File: src/rtl/mips_pkg.sv
// Shared definitions for the MIPS-style front end: opcode constants, instruction
// width and the fetch sequencer state encoding.
package mips_pkg;

    localparam int INSTR_W = 32;

    localparam logic [5:0] OP_RTYPE = 6'd0;
    localparam logic [5:0] OP_J     = 6'd2;
    localparam logic [5:0] OP_BEQ   = 6'd4;
    localparam logic [5:0] OP_LW    = 6'd35;
    localparam logic [5:0] OP_SW    = 6'd43;

    typedef enum logic [1:0] {
        ST_IDLE    = 2'd0,
        ST_FETCH   = 2'd1,
        ST_ISSUE   = 2'd2,
        ST_RESOLVE = 2'd3
    } fetch_state_t;

    function automatic logic [5:0] opcode_of(input logic [INSTR_W-1:0] word);
        return word[31:26];
    endfunction

endpackage

File: src/rtl/next_pc_calc.sv
// Combinational next-PC selection: sequential, taken branch or jump, with jump
// taking priority. All arithmetic wraps modulo 2^32.
module next_pc_calc
    import mips_pkg::*;
(
    input  logic [INSTR_W-1:0] pc_out,
    input  logic [25:0]        target,
    input  logic               jump,
    input  logic               branch,
    input  logic               zero_inv,
    input  logic               alu_zero,
    output logic [INSTR_W-1:0] next_pc
);

    logic [INSTR_W-1:0]        pc4;
    logic [INSTR_W-1:0]        jump_pc;
    logic [INSTR_W-1:0]        branch_pc;
    logic signed [INSTR_W-1:0] branch_off;
    logic                      taken;

    always_comb begin
        pc4        = pc_out + 32'd4;
        // Word offset from the 16-bit immediate, sign extended then scaled by 4.
        branch_off = {{14{target[15]}}, target[15:0], 2'b00};
        branch_pc  = pc4 + $unsigned(branch_off);
        jump_pc    = {pc4[31:28], target, 2'b00};
        taken      = branch & (alu_zero ^ zero_inv);

        if (jump) begin
            next_pc = jump_pc;
        end else if (taken) begin
            next_pc = branch_pc;
        end else begin
            next_pc = pc4;
        end
    end

endmodule

File: src/rtl/instr_fetch_sequencer.sv
// Fetch front end: owns the PC, fetches one word per instruction over req/ack,
// holds it for decode, then waits for execute to resolve the next PC.
module instr_fetch_sequencer
    import mips_pkg::*;
#(
    parameter logic [31:0] RESET_PC = 32'h0000_0000
)
(
    input  logic               clk,
    input  logic               reset,
    output logic               imem_req,
    output logic [INSTR_W-1:0] imem_addr,
    input  logic               imem_ack,
    input  logic [INSTR_W-1:0] imem_rdata,
    output logic [INSTR_W-1:0] instr,
    output logic               instr_valid,
    input  logic               instr_ready,
    output logic [INSTR_W-1:0] pc_out,
    input  logic               resolve_valid,
    input  logic               jump,
    input  logic               branch,
    input  logic               zero_inv,
    input  logic               alu_zero
);

    // Low bits forced clear so the fetch address is always word aligned.
    localparam logic [INSTR_W-1:0] PC_INIT = {RESET_PC[31:2], 2'b00};

    fetch_state_t       state;
    fetch_state_t       state_next;
    logic [INSTR_W-1:0] pc;
    logic [INSTR_W-1:0] pc_next;
    logic [INSTR_W-1:0] instr_next;
    logic [INSTR_W-1:0] pc_out_next;
    logic               req_next;
    logic               valid_next;
    logic [INSTR_W-1:0] resolved_pc;

    next_pc_calc u_next_pc (
        .pc_out   (pc_out),
        .target   (instr[25:0]),
        .jump     (jump),
        .branch   (branch),
        .zero_inv (zero_inv),
        .alu_zero (alu_zero),
        .next_pc  (resolved_pc)
    );

    assign imem_addr = pc;

    always_comb begin
        state_next  = state;
        pc_next     = pc;
        instr_next  = instr;
        pc_out_next = pc_out;
        req_next    = imem_req;
        valid_next  = instr_valid;

        unique case (state)
            ST_IDLE: begin
                state_next = ST_FETCH;
                req_next   = 1'b1;
            end
            ST_FETCH: begin
                if (imem_ack) begin
                    instr_next  = imem_rdata;
                    pc_out_next = pc;
                    req_next    = 1'b0;
                    valid_next  = 1'b1;
                    state_next  = ST_ISSUE;
                end
            end
            ST_ISSUE: begin
                if (instr_ready) begin
                    valid_next = 1'b0;
                    state_next = ST_RESOLVE;
                end
            end
            ST_RESOLVE: begin
                // Refetch is requested in the same edge the PC advances.
                if (resolve_valid) begin
                    pc_next    = resolved_pc;
                    req_next   = 1'b1;
                    state_next = ST_FETCH;
                end
            end
            default: begin
                state_next = ST_IDLE;
                req_next   = 1'b0;
                valid_next = 1'b0;
            end
        endcase
    end

    always_ff @(posedge clk) begin
        if (reset) begin
            state       <= ST_IDLE;
            pc          <= PC_INIT;
            instr       <= '0;
            pc_out      <= PC_INIT;
            imem_req    <= 1'b0;
            instr_valid <= 1'b0;
        end else begin
            state       <= state_next;
            pc          <= pc_next;
            instr       <= instr_next;
            pc_out      <= pc_out_next;
            imem_req    <= req_next;
            instr_valid <= valid_next;
        end
    end

endmodule

File: config.mk
export PLATFORM = sky130hd
export DESIGN_NAME = instr_fetch_sequencer
export DESIGN_NICKNAME = d
export VERILOG_FILES = /design/src/rtl/mips_pkg.sv /design/src/rtl/next_pc_calc.sv /design/src/rtl/instr_fetch_sequencer.sv
export SDC_FILE = /design/constraint.sdc
export NUM_CORES = 1
export LEC_CHECK = 0
export ABC_AREA = 1
export CAP_MARGIN = 15
export CORE_ASPECT_RATIO = 1.75
export CORE_MARGIN = 1.5
export CORE_UTILIZATION = 40
export CTS_BUF_LIST = sky130_fd_sc_hd__clkbuf_8
export CTS_CLUSTER_SIZE = 28
export DETAILED_ROUTE_END_ITERATION = 10
export GPL_ROUTABILITY_DRIVEN = 1
export SLEW_MARGIN = 10
export SYNTH_ARGS = -nofsm -noshare
export SYNTH_HDL_FRONTEND = slang
export SYNTH_SLANG_ARGS = --single-unit
File: constraint.sdc
create_clock -name clk -period 3.3 [get_ports clk]
set_clock_uncertainty 0.05 [all_clocks]
set_input_delay 0.66 -clock clk [delete_from_list [all_inputs] [get_ports clk]]
set_output_delay 0.66 -clock clk [all_outputs]
set_load 0.01 [all_outputs]
==> run summary, run 1 <==
STA classifies the critical path endpoint as a register. For the finished layout, the period the worst path requires is 3140 ps. After detailed placement, the total cell area comes to 0.00922 mm². The worst setup margin came out at 160 ps. The via-per-instance ratio is 5.11. The busiest layer in global routing is met2. The tree is rooted in a clkbuf_8. After the first detailed-routing iteration, the DRC count stood at 545. Setup repair after global routing could not meet its margin everywhere.

The mapped netlist covers 0.00710 mm². The remaining design rule violation count is 0. For this block, the routed nets add up to 26.9 mm of wire.

The count of inserted antenna diode cells came out at 0. The clock transition time at the flip-flop clock pins of the worst setup and hold paths came out at 110 ps. The part of the Yosys area used for sequential elements is 28.2%.

The timing-limited maximum frequency came out at 319 MHz. The CTS buffer count is 9. The first-pass GRT wire length is 41.3 mm. The slack of the worst reg-to-reg path is 160 ps. The run finished with clean final reports. The fraction of layout cells with a size suffix above 1 came out at 13.6%.

The number of slew-limit violations in the final report came to 0. The synthesized net count came out at 1234. In the layout the commonest cells are 293 x nand2_1, 187 x nor2_1, 138 x clkdlybuf4s50_1, 112 x inv_1.

The placed wire-length estimate is 21.6 mm. The number of nets with antenna violations after routing is 0. The actual transition at the worst max-transition pin is 588 ps. Including well taps, the total number of placed cells is 1560. The floorplan row count came out at 64.

The worst-path maximum fanout is 5. The met3 usage came out at 3.49%. The first-pass detailed-route iteration total came out at 5. The worst max-slew margin expressed relative to the limit came out at 60.8%. The number of global-route vias before repair came to 7871.

The remaining global-route overflow is 0. The full die area came out at 0.0186 mm². Dividing the detail-routed wire length by the instance count gives 17.0 µm. The initial antenna violation count came to 0. After the flow finishes, the layout carries non-filler instances totaling 1579.

In this run, distinct cell masters in the synthesized netlist total 41. The overall die height is 179 µm. The global routing met1 resource utilization is 31.0%. The number of maximum-capacitance constraint violations came out at 0. In the synthesized netlist, the number of instances is 1151.

The setup TNS after final layout came out at 0 ps. The clock reaches the later pin of the worst-skew pair after 390 ps. The static leakage power is 4.29 nW. The flip-flop and latch count after synthesis is 100. The setup-violating endpoint count in the final report is 0. The worst hold margin is 438 ps.

The overall power consumption is 4.77 mW. The pre-CTS worst setup slack is 13.9 ps. For this design, the CTS-stage hold fixing added 0 buffers. The met2 layer usage reported by global route is 54.3%.

The final design area excluding fillers came out at 0.00961 mm². The maximum vdd ir drop is 0.000347 V. The CTS tree is yes.

The number of hold violations in the final report is 0. 139 I/O pins were placed. The final period utilization came out at 95.1%. For the worst setup path, the data required time is 3520 ps.

The path class of the tightest hold or removal check is register to register. The core region is 0.0175 mm². CTS saw 100 sinks. Detailed routing inserted a total of 8066 vias.

STA classifies the critical path startpoint as a register. The initial core utilization came out at 40.7%. The number of buffers added on ports came out at 138.

For this run, the number of Yosys warnings is 0. The number of H-tree levels came out at 3. Data arrives at the worst endpoint at 3360 ps.

The synthesis-to-finish area growth came out at 35.3%. The largest net degree at the start of global routing came out at 40. The power per unit of standard cell area is 496 mW/mm².

The category of the most critical setup path is register to register. For this run, the share of the core covered by cells in the final layout is 55.0%. Leaving out fill and tap cells, the most frequent cell in the layout is nand2_1.

The congestion estimate from routability-driven global placement came to 0.965. The overall routing resource usage is 28.8%. The maximum count of clock buffers along a single path is 2. Each instance of the synthesized netlist takes up on average 6.17 µm². The net total in the final layout is 1426.

Measured along the x axis, the die boundary spans 104 µm.
## kinds of logic (layout without fill, tap and decap cells)
| logic type | Yosys count | after routing | synth area share (%) |
|---|---|---|---|
| simple gates | 631 | 631 | 38.0 |
| xor+xnor | 22 | 22 | 3.03 |
| compound gates | 201 | 201 | 14.9 |
| buf+inv | 155 | 352 | 8.35 |
| flops | 100 | 100 | 28.2 |
| fa+ha+maj | 42 | 42 | 7.50 |
## cell usage after synthesis, drive strengths merged
| library cell | count | area [µm²] |
|---|---|---|
| nand2 | 304 | 1160 |
| nor2 | 209 | 836 |
| inv | 115 | 432 |
| dfxtp | 100 | 2000 |
| o21ai | 94 | 470 |
| a21oi | 88 | 448 |
| nand3 | 66 | 350 |
| ha | 41 | 513 |
| clkbuf | 33 | 124 |
| nand4 | 16 | 100 |
| nor3 | 13 | 80.1 |
| xor2 | 12 | 120 |
| or2 | 10 | 62.6 |
| xnor2 | 10 | 95.1 |
| o21bai | 9 | 67.6 |
| nand3b | 7 | 52.6 |
| o211ai | 6 | 45.0 |
| buf | 4 | 26.3 |
| and2 | 3 | 18.8 |
| clkinv | 3 | 11.3 |
| a31oi | 2 | 12.5 |
| a21boi | 1 | 7.51 |
| and3 | 1 | 6.26 |
| fa | 1 | 20.0 |
| nor3b | 1 | 12.5 |
| nor4 | 1 | 21.3 |
| o221ai | 1 | 8.76 |
## area by class of cell
type | instances | area, µm²
clock buffers | 10 | 138
clock inverters | 6 | 56.3
fillers | 1875 | 7850
inverters | 118 | 443
multi-input cells | 896 | 4670
flip-flops and latches | 100 | 2020
well taps | 231 | 289
repair buffers | 218 | 1990
## flip-flops by register name (all words and copies together) (netlist names)
name and count:
state 2, pc_out 32, imem_req 1, instr 32, imem_addr 32, instr_valid 1
## what timing repair did
action | in CTS | in global routing
pin swaps | 0 | 8
gates resized for setup | 1 | 51
setup endpoints to repair | 1 | 18
setup buffers | 0 | 3
## worst max-delay path, cell delays in order (launching register included)
cell and delay (ps):
dfxtp_2 400, nand2_1 100, nor2_2 160, nand2_1 140, nor2_2 280, nand2_1 150
xor2_1 220, inv_1 70, ha_1 290, inv_1 70, nor3_1 170, buf_4 150
nand2_1 70, nor2_1 170, nand2_1 80, nand2_1 110, nand2_1 70, nand3_1 70
nand2_1 50, nand2_1 80, a21oi_2 50
## power breakdown
group          internal, mW  switching, mW
clock                 0.310          0.488
sequential             1.43          0.237
combinational          1.05           1.25
## per-layer routing
layer / part of all wire, % / vias up
li1: - / 4087
met1: 39 / 3694
met2: 51 / 221
met3: 3.8 / 64
met4: 5.9 / 0
met5: 0 / -
## path summary, 6_finish.rpt
check                      from       endpoint  cells after the start
setup / recovery     pc_out[12]  imem_addr[31]                     20
hold reg to reg   imem_addr[19]  imem_addr[19]                      2
hold / removal    imem_addr[19]  imem_addr[19]                      2
setup reg to reg     pc_out[12]  imem_addr[31]                     20
No activity file was read; power rests on OpenSTA's default activity.
==> inputs of run 2 (changes only) <==
--- a/config.mk
+++ b/config.mk
@@ -14,6 +14,7 @@
 export CTS_CLUSTER_SIZE = 28
 export DETAILED_ROUTE_END_ITERATION = 10
 export GPL_ROUTABILITY_DRIVEN = 1
+export MAX_ROUTING_LAYER = met4
 export SLEW_MARGIN = 10
 export SYNTH_ARGS = -nofsm -noshare
 export SYNTH_HDL_FRONTEND = slang
==> run 2 against run 1 <==
Net effect:
- clock power increased by 25%
- via count decreased by 1.8%
- register-to-register slack hardly changed
- hold slack lost 3.9 ps
- global-route usage is 1.3 points higher
- maximum frequency increased by 0.35%
- critical path depth shrank 4
- count of clock-buffer cells in the layout stayed put
==> run summary, run 2 (synthesized netlist as in run 1, its figures left out) <==
The remaining design rule violation count came out at 0 (unchanged). The data arrival time at the worst-slack endpoint came out at 3350 ps (about the same). The number of buffers inserted for hold repair after clock tree synthesis came out at 0 (unchanged). The remaining global-route overflow came out at 0 (unchanged).

The net total in the final layout came out at 1408 (-1.3%). The via-per-instance ratio came out at 5.07 (-0.65%). The initial antenna violation count is 0 (unchanged). The number of global-route vias before repair was 7806 (-0.83%). The flow ran to the end, and the final reports show no timing, DRC or antenna violations.

The count of inserted antenna diode cells came out at 0 (unchanged). The full die area came out at 0.0186 mm² (unchanged). The total I/O pin count is 139 (unchanged). The placed wire-length estimate came out at 21.5 mm (-0.53%).

The first-pass detailed-route iteration total is 5 (unchanged). The min-delay analysis places its worst path in the category register to register. The overall die height was 179 µm (unchanged). The maximum vdd ir drop came to 0.000363 V (+4.8%).

The floorplan row count is 64 (unchanged). The number of maximum-capacitance constraint violations came out at 0 (unchanged). The number of nets with antenna violations after routing is 0 (unchanged). The switching share of power came to 39.4% (-2.0 points). The library cell used most frequently in the layout, excluding fill and tap cells, is nand2_1.

The insertion delay of the later-clocked pin in the worst-skew pair is 390 ps (about the same). The number of slew-limit violations in the final report came to 0 (unchanged). The total clock sinks came out at 100 (unchanged). The category of the most critical setup path is register to register.

The number of filler instances in the final layout is 1865 (-0.53%). The clock period minus worst slack came out at 3130 ps (-10.8 ps). The area of the multi-input gates was 0.00468 mm² (+0.32%).

STA classifies the critical path endpoint as a register. The number of buffers added on ports came out at 138 (unchanged). The slack of the worst reg-to-reg path is 170 ps (about the same). The power per unit of standard cell area is 517 mW/mm² (+4.3%). The clock network power share was 20.3% (+3.6 points). The chip width is 104 µm (unchanged). The timing-limited maximum frequency is 320 MHz (+0.35%). The part of the total power dissipated in sequential elements is 33.9% (-1.1 points).

The area of all sequential standard cells is 0.00203 mm² (+0.62%). The total number of vias is 7922 (-1.8%). The initial core utilization came to 40.7% (unchanged). Setup repair after global routing could not meet its margin everywhere. The end of the worst register-to-register path is imem_addr[29]. The worst hold path begins at imem_addr[18]. The post-detailed-placement cell area is 0.00910 mm² (-1.2%). The CTS buffer count came to 9 (unchanged). The routability congestion estimate came out at 0.981 (+1.6%).

The core area came out at 0.0175 mm² (unchanged). The final wirelength is 27.1 mm (+0.66%). The setup-violating endpoint count in the final report was 0 (unchanged).

The worst-path maximum fanout is 4 (-1). The largest net degree at the start of global routing is 38 (-5.0%). The first-pass GRT wire length came out at 41.3 mm (about the same). The cell depth of the worst min-delay path came out at 2 (unchanged).

The setup TNS after final layout is 0 ps (unchanged). The number of H-tree levels is 3 (unchanged). TritonCTS built the clock tree. The fraction of layout cells with a size suffix above 1 is 12.9% (-0.72 points). The beginning of the worst register-to-register path is pc_out[23]. The number of hold violations in the final report came out at 0 (unchanged). The overall power consumption came out at 4.95 mW (+3.9%).

The maximum count of clock buffers along a single path came out at 2 (unchanged). The actual transition at the worst max-transition pin is 567 ps (-20.8 ps). The synthesis-to-finish area growth came out at 34.8%.

The critical path data required time came to 3520 ps (about the same). The final period utilization came out at 94.8% (-0.33 points). The switching power total came out at 1.95 mW (-1.1%). The worst max-slew margin expressed relative to the limit is 62.1% (+1.4 points). The worst setup path is launched from a register. The overall routing resource usage came out at 30.0% (+1.3 points). The worst-case hold path end point is imem_addr[18]. The clock tree root buffer cell is clkbuf_8. The static leakage power came out at 4.25 nW (-1.1%). The total internal power came out at 3.00 mW (+7.4%). The relative contribution of combinational cells to total power is 45.8% (-2.5 points). The final design area excluding fillers came to 0.00958 mm² (-0.35%).

The clock transition time at the flip-flop clock pins of the worst setup and hold paths came to 100 ps (about the same). The depth of the most critical reg-to-reg path came out at 16 (-20%). The starting DRC count in detailed routing came out at 495 (-9.2%). Leaving out fill and tap cells, the most frequent cells in the layout are 290 x nand2_1, 191 x nor2_1, 138 x clkdlybuf4s50_1, 112 x inv_1, 92 x o21ai_0. The routed length per placed instance was 17.3 µm (+1.8%).
==> run 2: changes by cell type in the layout (fill, tap and decap cells not counted), sizes merged <==
| cell | change |
|---|---|
| buf | -18 |
| bufinv | +3 |
| clkinv | -3 |
==> run 2: how the worst max path moves through the flow <==
stage,depth (start not counted),end,slack [ps],startpoint
detailed placement,18,imem_addr[30],-180,pc_out[5]
finish,16,imem_addr[29],170,pc_out[23]
global route,19,imem_addr[23],-8,pc_out[3]
CTS,20,imem_addr[30],20,pc_out[14]
global placement,18,imem_addr[30],-220,pc_out[5]
floorplan,17,imem_addr[29],650,pc_out[2]
==> run 2: metal layers <==
layer / GRT usage, % / wire length (µm) / vias to the layer above
li1: - / - / 4034
met1: 31.8 / 10700 / 3623
met2: 54.9 / 14100 / 189
met3: 3.34 / 875 / 76
met4: 15.9 / 1370 / 0
met5: - / 0 / -
==> run 2: what timing repair did <==
item | CTS | global route
resized for setup | 11 | 48
setup endpoints to repair | 5 | 16
buffers inserted | 1 | 1
pin swaps | 1 | 7
==> run 2: worst max-delay path, cell delays in order, from the launching register on <==
cell and delay (ps):
dfxtp_1 440, buf_4 180, nand4_1 140, nor2_1 160, nand4_1 200, xor2_1 220
inv_1 80, ha_1 320, nand2_1 90, nor2_1 210, nand2_1 160, nor3_1 180
nand2_1 190, nand3_1 130, nand3_1 120, nand2_1 80, a21oi_1 50
==> run 2: per-stage QoR <==
| step | utilization, % | hold WS (ps) | instances | setup slack, ps |
|---|---|---|---|---|
| floorplan | - | 435 | 1151 | 649 |
| global placement | 52.2 | 411 | 1543 | -218 |
| detailed placement | 52.2 | 421 | 1543 | -181 |
| CTS | 53.9 | 439 | 1560 | 23.7 |
| global route | 54.9 | 468 | 1561 | -7.58 |
| finish | 54.9 | 434 | 1561 | 171 |
==> run 2: area by class of cell <==
class                           count  area share (%)
Tap cell                          231            3.02
Inverter                          118            4.63
Sequential cell                   100            21.2
Clock inverter                      6            1.23
Timing Repair Buffer              200            19.5
Multi-Input combinational cell    896            48.9
Clock buffer                       10            1.44
==> run 2: power by group through the flow <==
stage	logic (mW)	clock network, mW	registers [mW]
2_1_floorplan	1.13	0	1.75
3_3_place_gp	2.21	0	1.69
3_5_place_dp	2.22	0	1.69
4_1_cts	2.24	1.03	1.67
5_1_grt	2.52	1.07	1.71
6_report	2.27	1.00	1.68
